**config.mk**
```make
export PLATFORM = sky130hd
export DESIGN_NAME = mips_multicycle
export DESIGN_NICKNAME = d
export VERILOG_FILES = /design/src/rtl/mips_multicycle.sv
export SDC_FILE = /design/constraint.sdc
export NUM_CORES = 2
export LEC_CHECK = 0
export CAP_MARGIN = 30
export CORE_UTILIZATION = 57
export DETAILED_ROUTE_END_ITERATION = 8
export GPL_TIMING_DRIVEN = 0
export HOLD_SLACK_MARGIN = 0.15
export PLACE_DENSITY = 0.82
export SYNTH_ARGS = -nofsm -noshare
export SYNTH_HDL_FRONTEND = slang
export SYNTH_SLANG_ARGS = --single-unit
```
**constraint.sdc**
```tcl
create_clock -name clock -period 4.1 [get_ports clock]
set_input_delay 0.82 -clock clock [delete_from_list [all_inputs] [get_ports clock]]
set_output_delay 0.82 -clock clock [all_outputs]
set_load 0.05 [all_outputs]
```
**src/rtl/mips_multicycle.sv**
```systemverilog
// Multi-cycle MIPS subset core: one shared req/ready memory port for fetch and data,
// with a 3-5 cycle FSM per instruction and sticky TRAP on misalignment, bad opcode or timeout.
module mips_multicycle #(
  parameter logic [31:0] RESET_PC = 32'h0000_0000,
  parameter int          ADDR_W   = 32,
  parameter int          TIMEOUT  = 0
) (
  input  logic              clock,
  input  logic              reset,
  output logic              mem_req,
  output logic              mem_we,
  output logic [ADDR_W-1:0] mem_addr,
  output logic [31:0]       mem_wdata,
  input  logic [31:0]       mem_rdata,
  input  logic              mem_ready,
  output logic [31:0]       pc,
  output logic [3:0]        state,
  output logic              retire,
  output logic              trap
);

  typedef enum logic [3:0] {
    S_FETCH    = 4'd0,
    S_DECODE   = 4'd1,
    S_EXEC_R   = 4'd2,
    S_WB_R     = 4'd3,
    S_EXEC_I   = 4'd4,
    S_WB_I     = 4'd5,
    S_MEM_ADDR = 4'd6,
    S_MEM_RD   = 4'd7,
    S_MEM_WB   = 4'd8,
    S_MEM_WR   = 4'd9,
    S_BRANCH   = 4'd10,
    S_JUMP     = 4'd11,
    S_JR       = 4'd12,
    S_TRAP     = 4'd15
  } state_t;

  localparam logic [5:0] OP_RTYPE = 6'h00;
  localparam logic [5:0] OP_J     = 6'h02;
  localparam logic [5:0] OP_JAL   = 6'h03;
  localparam logic [5:0] OP_BEQ   = 6'h04;
  localparam logic [5:0] OP_BNE   = 6'h05;
  localparam logic [5:0] OP_ADDI  = 6'h08;
  localparam logic [5:0] OP_LW    = 6'h23;
  localparam logic [5:0] OP_SW    = 6'h2B;

  localparam logic [5:0] F_SLL = 6'h00;
  localparam logic [5:0] F_SRL = 6'h02;
  localparam logic [5:0] F_JR  = 6'h08;
  localparam logic [5:0] F_ADD = 6'h20;
  localparam logic [5:0] F_SUB = 6'h22;
  localparam logic [5:0] F_AND = 6'h24;
  localparam logic [5:0] F_OR  = 6'h25;
  localparam logic [5:0] F_SLT = 6'h2A;

  function automatic logic r_funct_ok(input logic [5:0] f);
    case (f)
      F_SLL, F_SRL, F_ADD, F_SUB, F_AND, F_OR, F_SLT: return 1'b1;
      default:                                        return 1'b0;
    endcase
  endfunction

  function automatic logic [31:0] alu_r(input logic [5:0] f, input logic [4:0] shamt,
                                        input logic signed [31:0] a, input logic signed [31:0] b);
    case (f)
      F_ADD:   return a + b;
      F_SUB:   return a - b;
      F_AND:   return a & b;
      F_OR:    return a | b;
      F_SLT:   return {31'b0, (a < b)};
      F_SLL:   return b << shamt;
      F_SRL:   return b >> shamt;
      default: return 32'h0;
    endcase
  endfunction

  state_t             state_q, state_d;
  logic [31:0]        pc_q, pc_d;
  logic [31:0]        ir_q, ir_d;
  logic [31:0]        mdr_q, mdr_d;
  logic signed [31:0] a_q, a_d;
  logic signed [31:0] b_q, b_d;
  logic [31:0]        alu_q, alu_d;
  logic               req_q, req_d;
  logic               we_q, we_d;
  logic [31:0]        tcnt_q, tcnt_d;
  logic [31:0]        rf_q [32];

  logic               rf_we;
  logic [4:0]         rf_waddr;
  logic [31:0]        rf_wdata;
  logic               retire_c;
  logic               accept;
  logic signed [31:0] diff;
  logic [31:0]        addr_full;

  logic [5:0]         op;
  logic [5:0]         funct;
  logic [4:0]         rs, rt, rd, shamt;
  logic signed [31:0] simm;

  assign op    = ir_q[31:26];
  assign rs    = ir_q[25:21];
  assign rt    = ir_q[20:16];
  assign rd    = ir_q[15:11];
  assign shamt = ir_q[10:6];
  assign funct = ir_q[5:0];
  assign simm  = {{16{ir_q[15]}}, ir_q[15:0]};

  // Ready is only meaningful while a request is actually on the port.
  assign accept = req_q & mem_ready;
  assign diff   = a_q - b_q;

  always_comb begin
    state_d  = state_q;
    pc_d     = pc_q;
    ir_d     = ir_q;
    mdr_d    = mdr_q;
    a_d      = a_q;
    b_d      = b_q;
    alu_d    = alu_q;
    tcnt_d   = 32'h0;
    rf_we    = 1'b0;
    rf_waddr = 5'd0;
    rf_wdata = 32'h0;
    retire_c = 1'b0;

    case (state_q)
      S_FETCH: begin
        if (accept) begin
          ir_d    = mem_rdata;
          pc_d    = pc_q + 32'd4;
          state_d = S_DECODE;
        end
      end
      S_DECODE: begin
        a_d   = rf_q[rs];
        b_d   = rf_q[rt];
        alu_d = pc_q + {simm[29:0], 2'b00};
        case (op)
          OP_RTYPE: begin
            if (funct == F_JR)          state_d = S_JR;
            else if (r_funct_ok(funct)) state_d = S_EXEC_R;
            else                        state_d = S_TRAP;
          end
          OP_ADDI:        state_d = S_EXEC_I;
          OP_LW, OP_SW:   state_d = S_MEM_ADDR;
          OP_BEQ, OP_BNE: state_d = S_BRANCH;
          OP_J, OP_JAL:   state_d = S_JUMP;
          default:        state_d = S_TRAP;
        endcase
      end
      S_EXEC_R: begin
        alu_d   = alu_r(funct, shamt, a_q, b_q);
        state_d = S_WB_R;
      end
      S_WB_R: begin
        rf_we    = 1'b1;
        rf_waddr = rd;
        rf_wdata = alu_q;
        retire_c = 1'b1;
        state_d  = S_FETCH;
      end
      S_EXEC_I: begin
        alu_d   = a_q + simm;
        state_d = S_WB_I;
      end
      S_WB_I: begin
        rf_we    = 1'b1;
        rf_waddr = rt;
        rf_wdata = alu_q;
        retire_c = 1'b1;
        state_d  = S_FETCH;
      end
      S_MEM_ADDR: begin
        alu_d = a_q + simm;
        if (alu_d[1:0] != 2'b00) state_d = S_TRAP;
        else if (op == OP_LW)    state_d = S_MEM_RD;
        else                     state_d = S_MEM_WR;
      end
      S_MEM_RD: begin
        if (accept) begin
          mdr_d   = mem_rdata;
          state_d = S_MEM_WB;
        end
      end
      S_MEM_WB: begin
        rf_we    = 1'b1;
        rf_waddr = rt;
        rf_wdata = mdr_q;
        retire_c = 1'b1;
        state_d  = S_FETCH;
      end
      S_MEM_WR: begin
        if (accept) begin
          retire_c = 1'b1;
          state_d  = S_FETCH;
        end
      end
      S_BRANCH: begin
        if ((op == OP_BEQ) == (diff == 32'sd0)) pc_d = alu_q;
        retire_c = 1'b1;
        state_d  = S_FETCH;
      end
      S_JUMP: begin
        pc_d = {pc_q[31:28], ir_q[25:0], 2'b00};
        if (op == OP_JAL) begin
          rf_we    = 1'b1;
          rf_waddr = 5'd31;
          rf_wdata = pc_q;
        end
        retire_c = 1'b1;
        state_d  = S_FETCH;
      end
      S_JR: begin
        pc_d     = a_q;
        retire_c = 1'b1;
        state_d  = S_FETCH;
      end
      S_TRAP:  state_d = S_TRAP;
      default: state_d = S_TRAP;
    endcase

    // Timeout only fires when ready is absent, so a same-cycle ready completes the access.
    if ((TIMEOUT > 0) && req_q && !mem_ready) begin
      tcnt_d = tcnt_q + 32'd1;
      if (tcnt_d == 32'(TIMEOUT)) state_d = S_TRAP;
    end

    req_d = (state_d == S_FETCH) || (state_d == S_MEM_RD) || (state_d == S_MEM_WR);
    we_d  = (state_d == S_MEM_WR);
  end

  always_ff @(posedge clock) begin
    if (reset) begin
      state_q <= S_FETCH;
      pc_q    <= RESET_PC;
      ir_q    <= 32'h0;
      mdr_q   <= 32'h0;
      a_q     <= 32'sh0;
      b_q     <= 32'sh0;
      alu_q   <= 32'h0;
      req_q   <= 1'b0;
      we_q    <= 1'b0;
      tcnt_q  <= 32'h0;
      for (int i = 0; i < 32; i++) rf_q[i] <= 32'h0;
    end else begin
      state_q <= state_d;
      pc_q    <= pc_d;
      ir_q    <= ir_d;
      mdr_q   <= mdr_d;
      a_q     <= a_d;
      b_q     <= b_d;
      alu_q   <= alu_d;
      req_q   <= req_d;
      we_q    <= we_d;
      tcnt_q  <= tcnt_d;
      if (rf_we && (rf_waddr != 5'd0)) rf_q[rf_waddr] <= rf_wdata;
    end
  end

  // PC and ALUOut are frozen during a wait, which keeps the address stable until acceptance.
  assign addr_full = (state_q == S_FETCH) ? pc_q : alu_q;
  assign mem_addr  = addr_full[ADDR_W-1:0];
  assign mem_req   = req_q;
  assign mem_we    = we_q;
  assign mem_wdata = b_q;
  assign pc        = pc_q;
  assign state     = state_q;
  assign retire    = retire_c & ~reset;
  assign trap      = (state_q == S_TRAP);

endmodule

```
==> metrics.txt, run 1 <==
status=stopped before the end; stage reached=global routing; error that stopped the run=[ERROR GRT-0232] Routing congestion too high. Check the congestion heatmap in the GUI.; endpoint pin with the least setup slack after global-route repair=pc[26]$_SDFFE_PP0P_/D; EDFF count, synth=1024; Post-CTS Hold Fix Bufs=0; count of placed standard cells including taps=7901; largest net degree at the start of global routing=33; IO Pins=139; half-perimeter wire length after detailed placement=247 mm; overflow left after global routing=102; largest buffer count on any clock path=3; post-synthesis instance area=71700 sq um; total number of clock tree sinks=1222; distinct cell type count of the synthesized netlist=94; number of instances in the synthesized netlist=6022; sequential cell area fraction in the yosys report=48.4%; post-synthesis async set-or-reset flop share=0%; H-tree levels=3; Yosys reg bits=1222; most common flop cell mapped by yosys=sky130_fd_sc_hd__edfxtp_1; number of port buffers=138; mean post-synth cell area=11.9 sq um; buffer type at the clock tree root=sky130_fd_sc_hd__clkbuf_16; standard-cell row count=129; Total GRT Usage=71.5%; initial standard-cell utilization of the core=57.7%; x dimension of the die=357 um; global placer's final weighted congestion=1.06; worst endpoint type=register input; cts bufs inserted=116; Die Ht=357 um; number of warnings printed during yosys synthesis=0
[cell families after synthesis]
family	after synthesis	synth area share (%)
buffers and inverters	679	3.58
muxes	832	22.9
xor gates and xnor gates	77	0.941
and+or+nand+nor	1999	11.4
AOI/OAI and AO/OA	1046	9.78
adders and majority gates	166	2.94
DFF	1222	48.4
other	1	0.00523
[repair_timing]
action / CTS
hold endpoints to repair: 0
cloned: 8
pin swaps: 39
setup endpoints to repair: 2109
gates resized for setup: 387
buffers inserted: 32
[per-layer routing]
layer | GRT usage, % | overflow
met1 | 72.0 | 6
met2 | 88.6 | 50
met3 | 55.3 | 3
met4 | 68.2 | 42
met5 | 35.0 | 1
[stage by stage]
step | TNS [ns] | instance area (sq um) | setup WS [ns]
2_1_floorplan | -0.00588 | 71900 | -0.00588
3_3_place_gp | -2316.25 | 75300 | -2.60
3_5_place_dp | -1909.64 | 76400 | -2.44
4_1_cts | -34.51 | 81800 | -1.20
[Yosys cell counts, drive strengths merged (25+ instances only)]
master,count,share of area [%]
o31ai,28,0.29
xnor2,52,0.64
a21oi,291,2.1
mux2,48,0.75
xor2,25,0.31
mux2i,142,2.0
edfxtp,1024,43
a211oi,95,0.99
nand3,37,0.26
dfxtp,198,5.5
mux4,642,20
o21ai,213,1.5
nor2,1320,6.9
a21o,44,0.46
nand2,373,2.0
inv,122,0.64
nor4,25,0.22
a221oi,45,0.56
a222oi,56,0.78
nor3,76,0.54
clkbuf,466,2.4
nand2b,33,0.29
ha,162,2.8
o22ai,35,0.31
buf,90,0.49
==> inputs of run 2 (changes only) <==
--- a/config.mk
+++ b/config.mk
@@ -6,11 +6,10 @@
 export NUM_CORES = 2
 export LEC_CHECK = 0
 export CAP_MARGIN = 30
-export CORE_UTILIZATION = 57
+export CORE_UTILIZATION = 40
 export DETAILED_ROUTE_END_ITERATION = 8
 export GPL_TIMING_DRIVEN = 0
-export HOLD_SLACK_MARGIN = 0.15
-export PLACE_DENSITY = 0.82
+export PLACE_DENSITY_LB_ADDON = 0.15
 export SYNTH_ARGS = -nofsm -noshare
 export SYNTH_HDL_FRONTEND = slang
 export SYNTH_SLANG_ARGS = --single-unit
==> constraint.sdc (replaced) <==
create_clock -name clock -period 5.3 [get_ports clock]
set_input_delay 1.06 -clock clock [delete_from_list [all_inputs] [get_ports clock]]
set_output_delay 1.06 -clock clock [all_outputs]
set_load 0.05 [all_outputs]
==> metrics.txt, run 2 <==
standard-cell row count=155 (+20%); Adder-Cell Fraction of Synth Area=2.94% (unchanged); share of final-layout standard cells stronger than drive strength 1=18.5%; Pwr Density=478 nW/um^2; worst vdd ir=0.361 mV; met1 usage=43.0%; number of port buffers=138 (unchanged); Least-Margin Pin Slew=1.49 ns; Die Ht=425 um (+19%); upper clock frequency limit=0.183 GHz; via count of the routed design=57100; Worst EP arrival=6.10 ns; setup repair after global routing missed its margin=true; overflow left after global routing=0; DR iter-0 viols=8095; number of DRC violations after detailed routing=0; total number of clock tree sinks=1222 (unchanged); routing usage on met3=7.46%; initial standard-cell utilization of the core=40.2% (-17 points); most common cell after layout, fill and taps aside=sky130_fd_sc_hd__nor2_1; global-route wire length before repair=432 mm; post-synthesis async set-or-reset flop share=0% (unchanged); Worst Hold Class=flip-flop to flip-flop; Die Area=181000 sq um; P&R area growth vs syn=15.8%; final std cell area, no fill=83000 sq um; number of fill cells=16300; final count of pins violating max slew=0; antenna violations before repair=10; half-perimeter wire length after detailed placement=252 mm (+2.0%); average via count per standard cell=6.40; Area after DPL=77700 sq um (+1.7%); largest area contributor in the synthesized netlist=sky130_fd_sc_hd__edfxtp_1; top-area cell type share of the netlist area=42.9% (unchanged); mean post-synth cell area=11.9 sq um (unchanged); x dimension of the die=425 um (+19%); area share of xor/xnor cells in the synthesized design=0.941% (unchanged); post-layout net count=6669; final-report setup violation count=28; status=complete, but fails checks; Total GRT Usage=34.4%; count of placed standard cells including taps=8652 (+9.5%); largest net degree at the start of global routing=33; highest-utilization routing layer at the global route stage=met2; violated checks=negative setup slack; Detailed Routing Iterations Pass 1=7; clock latency reported for the late side of the worst-skew pair=0.81 ns; count of antenna-violating nets left after detailed routing=0; count leader, synth=sky130_fd_sc_hd__nor2_1; Final min period=5.47 ns; required time worst endpoint=5.93 ns; overall routed net length=315 mm; non-filler instance count after layout=8927; largest buffer count on any clock path=3 (unchanged); met2 track demand over resource in global routing=55.7%; worst slack at placement=-1.57 ns (+0.866 ns); Critical Path Source Type=flip-flop; post-synthesis instance area=71700 sq um (unchanged); largest register by flop count=rf_q; sequential cell area fraction in the yosys report=48.4% (unchanged); most used cells in the layout excluding fill and tap cells=sky130_fd_sc_hd__nor2_1 (1318), sky130_fd_sc_hd__edfxtp_1 (1024), sky130_fd_sc_hd__mux4_2 (642), sky130_fd_sc_hd__clkbuf_1 (484), sky130_fd_sc_hd__nand2_1 (341); EDFF count, synth=1024 (unchanged); Slew HR=0.410%; Yosys reg bits=1222 (unchanged); complex-gate fraction of the synthesized area=9.78% (unchanged); IO Pins=139 (unchanged); dominant combinational cell family by area after synthesis=multiplexers; Synth area leaders=sky130_fd_sc_hd__edfxtp_1 (43%), sky130_fd_sc_hd__mux4_2 (20%), sky130_fd_sc_hd__nor2_1 (6.9%); synth cell count leaders=sky130_fd_sc_hd__nor2_1 (1319), sky130_fd_sc_hd__edfxtp_1 (1024), sky130_fd_sc_hd__mux4_2 (642); critical path peak fanout=9; leakage power summed over all cells=0.0265 uW; worst setup margin=-0.171 ns; type of element capturing the critical path=flip-flop; number of instances in the synthesized netlist=6022 (unchanged); global placer's final weighted congestion=1.03 (-3.0%); distinct cell type count of the synthesized netlist=94 (unchanged); number of global-route vias before repair=55100; share of cell area taken by muxes after synthesis=22.9% (unchanged); TritonCTS clock tree=built; Placeable Area=178000 sq um; Final Hold Vio Count=0; classification of the worst setup path=flip-flop to flip-flop; number of warnings printed during yosys synthesis=0 (unchanged); buffer type at the clock tree root=sky130_fd_sc_hd__clkbuf_16; detail-routed net length per standard cell=35.3 um; cts bufs inserted=136 (+17%); max reg flops=1024; Worst-path clk slew=0.06 ns; most common flop cell mapped by yosys=sky130_fd_sc_hd__edfxtp_1; largest clock skew in the final design=0.0286 ns; Post-Synth Simple-Gate Area=11.4% (unchanged); number of max-cap violations=0; final critical-path share of the clock period=103%; H-tree levels=4 (+1); worst hold slack across all endpoints=0.469 ns
run 2: metal layers:
layer  vias to the layer above  part of all wire [%]
li1                      23900                     -
met1                     29200                    37
met2                      3318                    47
met3                       698                   9.5
met4                         6                   6.5
met5                         -                 0.013
run 2: repair_timing:
action                     in CTS  in global routing
hold buffers                    0                  0
hold endpoints to repair        0                  0
setup endpoints to repair     168                549
setup buffers                  14                 17
resized for setup             122                 75
pin swaps                      15                 21
run 2: critical path, cell delays in order (launching register included):
cell and delay, ns:
sky130_fd_sc_hd__dfxtp_4 0.44, sky130_fd_sc_hd__inv_1 0.17, sky130_fd_sc_hd__ha_1 0.31, sky130_fd_sc_hd__clkbuf_4 0.24
sky130_fd_sc_hd__nor2b_4 0.07, sky130_fd_sc_hd__nor2_1 0.18, sky130_fd_sc_hd__nand2_1 0.08, sky130_fd_sc_hd__a2111o_1 0.41
sky130_fd_sc_hd__or4_4 0.58, sky130_fd_sc_hd__a2111oi_4 0.20, sky130_fd_sc_hd__nand4_1 0.25, sky130_fd_sc_hd__nor4_4 0.45
sky130_fd_sc_hd__nand4_1 0.62, sky130_fd_sc_hd__xor2_2 0.38, sky130_fd_sc_hd__and2_4 0.23, sky130_fd_sc_hd__buf_8 0.14
sky130_fd_sc_hd__clkbuf_16 0.16, sky130_fd_sc_hd__buf_12 0.12, sky130_fd_sc_hd__o21ai_0 0.16, sky130_fd_sc_hd__a21oi_1 0.11
run 2: kinds of logic after synthesis:
family	count (synthesis)
AOI/OAI and AO/OA	1046
xor gates and xnor gates	77
adders and majority gates	166
buffers and inverters	679
DFF	1222
muxes	832
other	1
and+or+nand+nor	1999
run 2: worst paths after layout:
path / startpoint / endpoint / slack [ns] / cells after the start
worst max-delay path: mem_wdata[11] / pc[19] / -0.17 / 19
worst min-delay path: mdr_q[4] / mdr_q[4] / 0.47 / 2
worst max register to register: mem_wdata[11] / pc[19] / -0.17 / 19
worst min register to register: mdr_q[4] / mdr_q[4] / 0.47 / 2
run 2: per-stage QoR:
step | util (%) | power, uW | setup TNS (ns)
final | 46.6 | 39700 | -1.99
after global placement | 42.7 | 28600 | -1610.10
after detailed placement | 43.6 | 28900 | -174.36
after global routing | 46.6 | 40700 | -1.20
after CTS | 46.3 | 38800 | 0
after floorplan | - | 21800 | 0
run 2: layout make-up:
type	instances	area (sq um)	share of cell area (%)
timing repair buffer	281	3250	3.91
clock inverter	52	529	0.638
tap	2355	2950	3.55
inverter	123	469	0.565
antenna	3	7.51	0.00905
buffer	552	2160	2.60
sequential	1222	34900	42.0
multi-input combinational	4152	35000	42.2
clock buffer	187	3770	4.55
run 2: power by group:
part	switching (uW)	internal (uW)	total [uW]
sequential	1510	11100	12600
clock	4050	5420	9470
combinational	11400	6240	17600
No activity file was read; power rests on OpenSTA's default activity.
